## src/rtl/hub75_pkg.sv

```systemverilog
// Shared definitions for the HUB75 binary-code-modulation scan driver:
// FSM state encoding and the bit positions of R/G/B within a panel data triple.
package hub75_pkg;

  typedef logic [1:0] state_t;

  localparam state_t ST_SHIFT = 2'd0;
  localparam state_t ST_LATCH = 2'd1;
  localparam state_t ST_SHOW  = 2'd2;

  localparam int RGB_R = 0;
  localparam int RGB_G = 1;
  localparam int RGB_B = 2;

endpackage

```

## src/rtl/hub75_bcm_timer.sv

```systemverilog
// SHOW-phase timing for one bit plane: end-of-phase flag and output-enable window.
// The dimming window only exists when HUB75_BRIGHTNESS_EN is defined.
module hub75_bcm_timer
  import hub75_pkg::*;
#(
  parameter int BCM_BASE = 1,
  parameter int CW       = 10,
  parameter int PW       = 3
) (
  input  logic [PW-1:0] plane,
  input  logic [CW-1:0] cnt,
`ifdef HUB75_BRIGHTNESS_EN
  input  logic [7:0]    level,
`endif
  output logic          show_last,
  output logic          show_on
);

  logic [CW-1:0] show_len;

  assign show_len  = CW'(BCM_BASE) << plane;
  assign show_last = (cnt == show_len - 1'b1);

`ifdef HUB75_BRIGHTNESS_EN
  logic [CW+7:0] prod;
  logic [CW-1:0] cnt_inc;

  // cnt < floor(len*level/256)  <=>  (cnt+1)*256 <= len*level, avoids dropping product bits
  assign prod    = {8'd0, show_len} * {{CW{1'b0}}, level};
  assign cnt_inc = cnt + 1'b1;
  assign show_on = ({cnt_inc, 8'd0} <= prod);
`else
  assign show_on = 1'b1;
`endif

endmodule

```

## src/rtl/hub75_bcm_scan.sv

```systemverilog
// HUB75 panel scan driver: per bit plane shift a row out, latch it, then display it
// for BCM_BASE<<plane cycles. Optional global dimming via HUB75_BRIGHTNESS_EN.
module hub75_bcm_scan
  import hub75_pkg::*;
#(
  parameter int COLS     = 64,
  parameter int ROWS     = 32,
  parameter int BPC      = 8,
  parameter int BCM_BASE = 1,
  localparam int AW = $clog2(COLS),
  localparam int YW = $clog2(ROWS),
  localparam int PW = (BPC > 1) ? $clog2(BPC) : 1
) (
  input  logic           clk,
  input  logic           rst_n,
`ifdef HUB75_BRIGHTNESS_EN
  input  logic [7:0]     brightness,
`endif
  input  logic [BPC-1:0] r0,
  input  logic [BPC-1:0] g0,
  input  logic [BPC-1:0] b0,
  input  logic [BPC-1:0] r1,
  input  logic [BPC-1:0] g1,
  input  logic [BPC-1:0] b1,
  output logic [AW-1:0]  addrx,
  output logic [YW-1:0]  addry,
  output logic [2:0]     rgb0,
  output logic [2:0]     rgb1,
  output logic           sclk,
  output logic           latch,
  output logic           blank,
  output logic [PW-1:0]  plane,
  output logic           frame_start
);

  localparam int CW = $clog2(2*COLS + 2 + (BCM_BASE << (BPC-1))) + 1;
  localparam logic [CW-1:0] SHIFT_LAST = CW'(2*COLS + 1);
  localparam logic [CW-1:0] SAMPLE_END = CW'(2*COLS);
  localparam logic [PW-1:0] PLANE_LAST = PW'(BPC - 1);

  state_t        state;
  logic [CW-1:0] cnt;
  logic          run;
  logic          show_last;
  logic          show_on;
  logic          sample;

  // run holds everything idle for the first clock after reset so cycle 0 is a real SHIFT cycle
  always_ff @(posedge clk or negedge rst_n) begin
    if (!rst_n) begin
      run   <= 1'b0;
      state <= ST_SHIFT;
      cnt   <= '0;
      plane <= '0;
      addry <= '0;
    end else if (!run) begin
      run <= 1'b1;
    end else begin
      case (state)
        ST_SHIFT: begin
          if (cnt == SHIFT_LAST) begin
            state <= ST_LATCH;
            cnt   <= '0;
          end else begin
            cnt <= cnt + 1'b1;
          end
        end
        ST_LATCH: state <= ST_SHOW;
        ST_SHOW: begin
          if (show_last) begin
            state <= ST_SHIFT;
            cnt   <= '0;
            if (plane == PLANE_LAST) begin
              plane <= '0;
              addry <= addry + 1'b1;
            end else begin
              plane <= plane + 1'b1;
            end
          end else begin
            cnt <= cnt + 1'b1;
          end
        end
        default: state <= ST_SHIFT;
      endcase
    end
  end

  // Odd SHIFT cycles carry the source's answer to the address issued the cycle before
  assign sample = run && (state == ST_SHIFT) && cnt[0] && (cnt < SAMPLE_END);

  always_ff @(posedge clk or negedge rst_n) begin
    if (!rst_n) begin
      rgb0 <= '0;
      rgb1 <= '0;
    end else if (sample) begin
      rgb0[RGB_R] <= r0[plane];
      rgb0[RGB_G] <= g0[plane];
      rgb0[RGB_B] <= b0[plane];
      rgb1[RGB_R] <= r1[plane];
      rgb1[RGB_G] <= g1[plane];
      rgb1[RGB_B] <= b1[plane];
    end
  end

`ifdef HUB75_BRIGHTNESS_EN
  logic [7:0] bright_q;

  always_ff @(posedge clk or negedge rst_n) begin
    if (!rst_n) bright_q <= '0;
    else if (frame_start) bright_q <= brightness;
  end
`endif

  hub75_bcm_timer #(
    .BCM_BASE (BCM_BASE),
    .CW       (CW),
    .PW       (PW)
  ) u_timer (
    .plane     (plane),
    .cnt       (cnt),
`ifdef HUB75_BRIGHTNESS_EN
    .level     (bright_q),
`endif
    .show_last (show_last),
    .show_on   (show_on)
  );

  assign addrx       = (run && state == ST_SHIFT) ? cnt[AW:1] : '0;
  assign sclk        = run && (state == ST_SHIFT) && cnt[0] && (cnt >= CW'(2));
  assign latch       = run && (state == ST_LATCH);
  assign blank       = !(run && (state == ST_SHOW) && show_on);
  assign frame_start = run && (state == ST_SHIFT) && (cnt == '0) &&
                       (plane == '0) && (addry == '0);

endmodule

```

## config.mk

```make
export PLATFORM = sky130hd
export DESIGN_NAME = hub75_bcm_scan
export DESIGN_NICKNAME = d
export VERILOG_FILES = /design/src/rtl/hub75_pkg.sv /design/src/rtl/hub75_bcm_timer.sv /design/src/rtl/hub75_bcm_scan.sv
export SDC_FILE = /design/constraint.sdc
export NUM_CORES = 1
export LEC_CHECK = 0
export BUFFER_PORTS_ARGS = -buffer_cell sky130_fd_sc_hd__buf_2
export CORE_AREA = 2 2 58 74
export CTS_BUF_LIST = sky130_fd_sc_hd__clkbuf_8
export DETAILED_ROUTE_END_ITERATION = 10
export DIE_AREA = 0 0 60 76
export PLACE_DENSITY = 0.85
export SYNTH_ARGS = -nofsm -noshare
export SYNTH_HDL_FRONTEND = slang
export SYNTH_HIERARCHICAL = 1
export SYNTH_SLANG_ARGS = --single-unit
export TNS_END_PERCENT = 30
```

## constraint.sdc

```tcl
create_clock -name clk -period 9 [get_ports clk]
set_input_delay 0.45 -clock clk [delete_from_list [all_inputs] [get_ports clk]]
set_output_delay 0.45 -clock clk [all_outputs]
set_load 0.01 [all_outputs]
```

==> run summary <==
Die Ht = 76 um
Fillers = 324
CTS root buf = clkbuf_8
Cells along the critical path = or3_2, ha_1, nor4b_1, o31ai_1, a311oi_2, and3b_4, and3_1, nand4_1, xnor2_1
Initial antenna violation count = 0
Clk_skew = 0.00207 ns
Synthesized net count = 265
Leak = 0.00117 uW
Setup_tns = 0 ns
Synthesis warning total = 6
Clock sink count = 27
Routed wl met3 = 368 um
Routed met2 length = 2.46 mm
Area grow syn2layout = 20.0%
Peak Freq = 0.291 GHz
Maximum VDD drop = 0.105 mV
Slowest stage cell, crit path = dfrtp_1
Yosys cell types = 52
Crit. End Element = register
Worst path bufs/invs = 0
Syn Area/Cell = 10.0 um2
Critical path class = reg -> reg
Final core utilization = 62.9%
Slew @ Worst Pin = 0.849 ns
Core Region = 0.00394 mm2
Post-DP HPWL = 3.70 mm
Setup Buffers After CTS = 0
Total power = 392 uW
Post-detailed-route via-to-cell ratio = 5.62
Crit path max fanout = 25
Combinational group share of total power = 33.7%
Post-synth top area share = 32.8%
Final Hold Vio Count = 0
Vias in the first global route = 1622
Power Dens Cells = 158 mW/mm2
EDFF count, synth = 0
NetSw = 146 uW
PortBufs = 73
Max layer used = met4
Worst min path class = in -> async
Synthesized area = 0.00206 mm2
Final setup viols = 0
WP data required = 9.17 ns
Top cells by area, synth = dfrtp_1 (33%), mux4_2 (13%), ha_1 (5.5%)
DRT iter0 DRCs = 60
CTS Hold Bufs = 0
Status = complete, no violations
WL/cell = 14.6 um
Max Cap Violations = 0
DP Area = 0.00243 mm2
Worst-path clk slew = 0.09 ns
Total die area = 0.00456 mm2
Relative slew slack = 43.4%
Synth area leader = dfrtp_1
Starting Density = 52.4%
Final Cell Area = 0.00247 mm2
ANT cells = 0
Die W = 60 um
Post_cts resized = 0
CTS H-tree lvls = 1
Clock latency on the worst-skew pair = 0.27 ns
CP arrival = 3.61 ns
CP startpoint kind = register
Routed WL = 4.79 mm
Crit-path max cell delay = 0.71 ns
Gr ovfl total = 0
Ys async rst share = 100%
Num CTS Buffers = 3
Router iterations before antenna repair = 4
Period minus WS final = 3.44 ns
Share of cells above drive strength 1 = 36.8%
Metal1 wirelength = 1.91 mm
Flops & latches, synth = 27
Max clock buf depth = 2
Sequential share of the synthesized area = 32.8%
Number of nets in the layout = 332
Cell family with most CP delay = simple AND/OR/NAND/NOR gates
Gate Count Post-Synth = 206
Remaining antenna violation count = 0
Clock Power Share = 17.3%
I/O pin count = 74
Num rows = 26
First-pass GRT wire length = 7.26 mm
Largest net degree at the start of global routing = 28
GPL Wtd Cong = 0.828
GRT Total Usage = 20.4%
Predominant post-synthesis flop cell = dfrtp_1
Register share of total power = 48.9%
Fin crit share = 38.2%
Routed vias = 1842
P_int = 246 uW
Slew Limit Fails = 0
CTS tree = done
DRC viols = 0
RSZ-0062 raised after global routing = no
Sw Share = 37.2%
==> area by class of cell <==
class,count,area (um2),area share (%)
Clock inverter,1,3.75,0.152
Clock buffer,3,41.3,1.67
Sequential cell,27,676,27.3
Tap cell,56,70.1,2.83
Timing Repair Buffer,73,365,14.8
Multi-Input combinational cell,161,1290,52.2
Inverter,7,26.3,1.06
==> cell usage after synthesis, types with 4 or more instances <==
cell type and number:
dfrtp_1 27, nand2_1 23, mux4_2 12, xnor2_1 11, ha_1 9, nand3_1 9, o21ai_1 9, mux2i_1 8
inv_1 7, nor3_1 7, a21oi_1 6, and2_1 6, nor2_1 6, buf_2 5, nand4_1 4, nor4_1 4
==> layer usage <==
layer	global-route usage, %	vias up
li1	-	885
met1	24.4	872
met2	36.8	79
met3	2.72	6
met4	5.33	0
met5	0	-
==> per-stage QoR <==
stage,worst slack [ns],instances,hold slack (ns)
finish,5.56,328,0.176
CTS,5.58,328,0.198
detailed placement,5.61,324,0.477
global route,5.33,328,0.215
floorplan,6.09,206,0.154
global placement,5.79,324,0.466
==> worst paths after layout <==
path	startpoint	end	slack, ns	cells after the start
max reg2reg	plane[2]$_DFFE_PN0P_	addry[4]$_DFFE_PN0P_	5.56	9
max in group asynchronous	rst_n	rgb0[1]$_DFFE_PN0P_	8.42	1
max	plane[2]$_DFFE_PN0P_	addry[4]$_DFFE_PN0P_	5.56	9
min reg2reg	rgb1[1]$_DFFE_PN0P_	rgb1[1]$_DFFE_PN0P_	0.50	2
min	rst_n	rgb0[2]$_DFFE_PN0P_	0.18	1
min in group clk	rgb1[1]$_DFFE_PN0P_	rgb1[1]$_DFFE_PN0P_	0.50	2
==> worst reg2reg max path, cell delays in order (launching register included) <==
cell,delay (ns)
dfrtp_1,0.71
or3_2,0.56
ha_1,0.30
nor4b_1,0.38
o31ai_1,0.15
a311oi_2,0.38
and3b_4,0.28
and3_1,0.29
nand4_1,0.14
xnor2_1,0.14
==> registers in the layout, summed over array words and instances, names as in the netlist <==
name and cells:
rgb1 3, plane 3, rgb0 3, cnt 10, state 2, run 1
addry 5
==> cells in the final DEF (no fill, tap or decap), drive strengths merged, types with 8 or more instances in the layout <==
cell type	Yosys	layout
nand2	23	23
dfrtp	27	27
nand3	10	10
xnor2	11	11
ha	9	9
mux2i	8	8
o21ai	13	13
buf	8	73
mux4	12	12
inv	7	8
==> cell families after synthesis <==
group                    Yosys count  synth area share (%)
adder cells (fa/ha/maj)            9                  5.46
AO/OA/AOI/OAI                     30                  9.10
multiplexers                      21                  17.5
flip-flops                        27                  32.8
buffers and inverters             18                  4.55
AND/OR/NAND/NOR                   86                  24.7
XOR/XNOR                          13                  5.52
other                              2                 0.364
==> power by group through the flow <==
stage                     registers [uW]  logic (uW)  clock network [uW]
final                                192         132                67.8
after global routing                 197         147                77.4
after floorplan                      184        89.3                   0
after detailed placement             193         133                   0
after global placement               192         128                   0
after CTS                            190         133                69.2
Power figures use the tool's default switching activity.
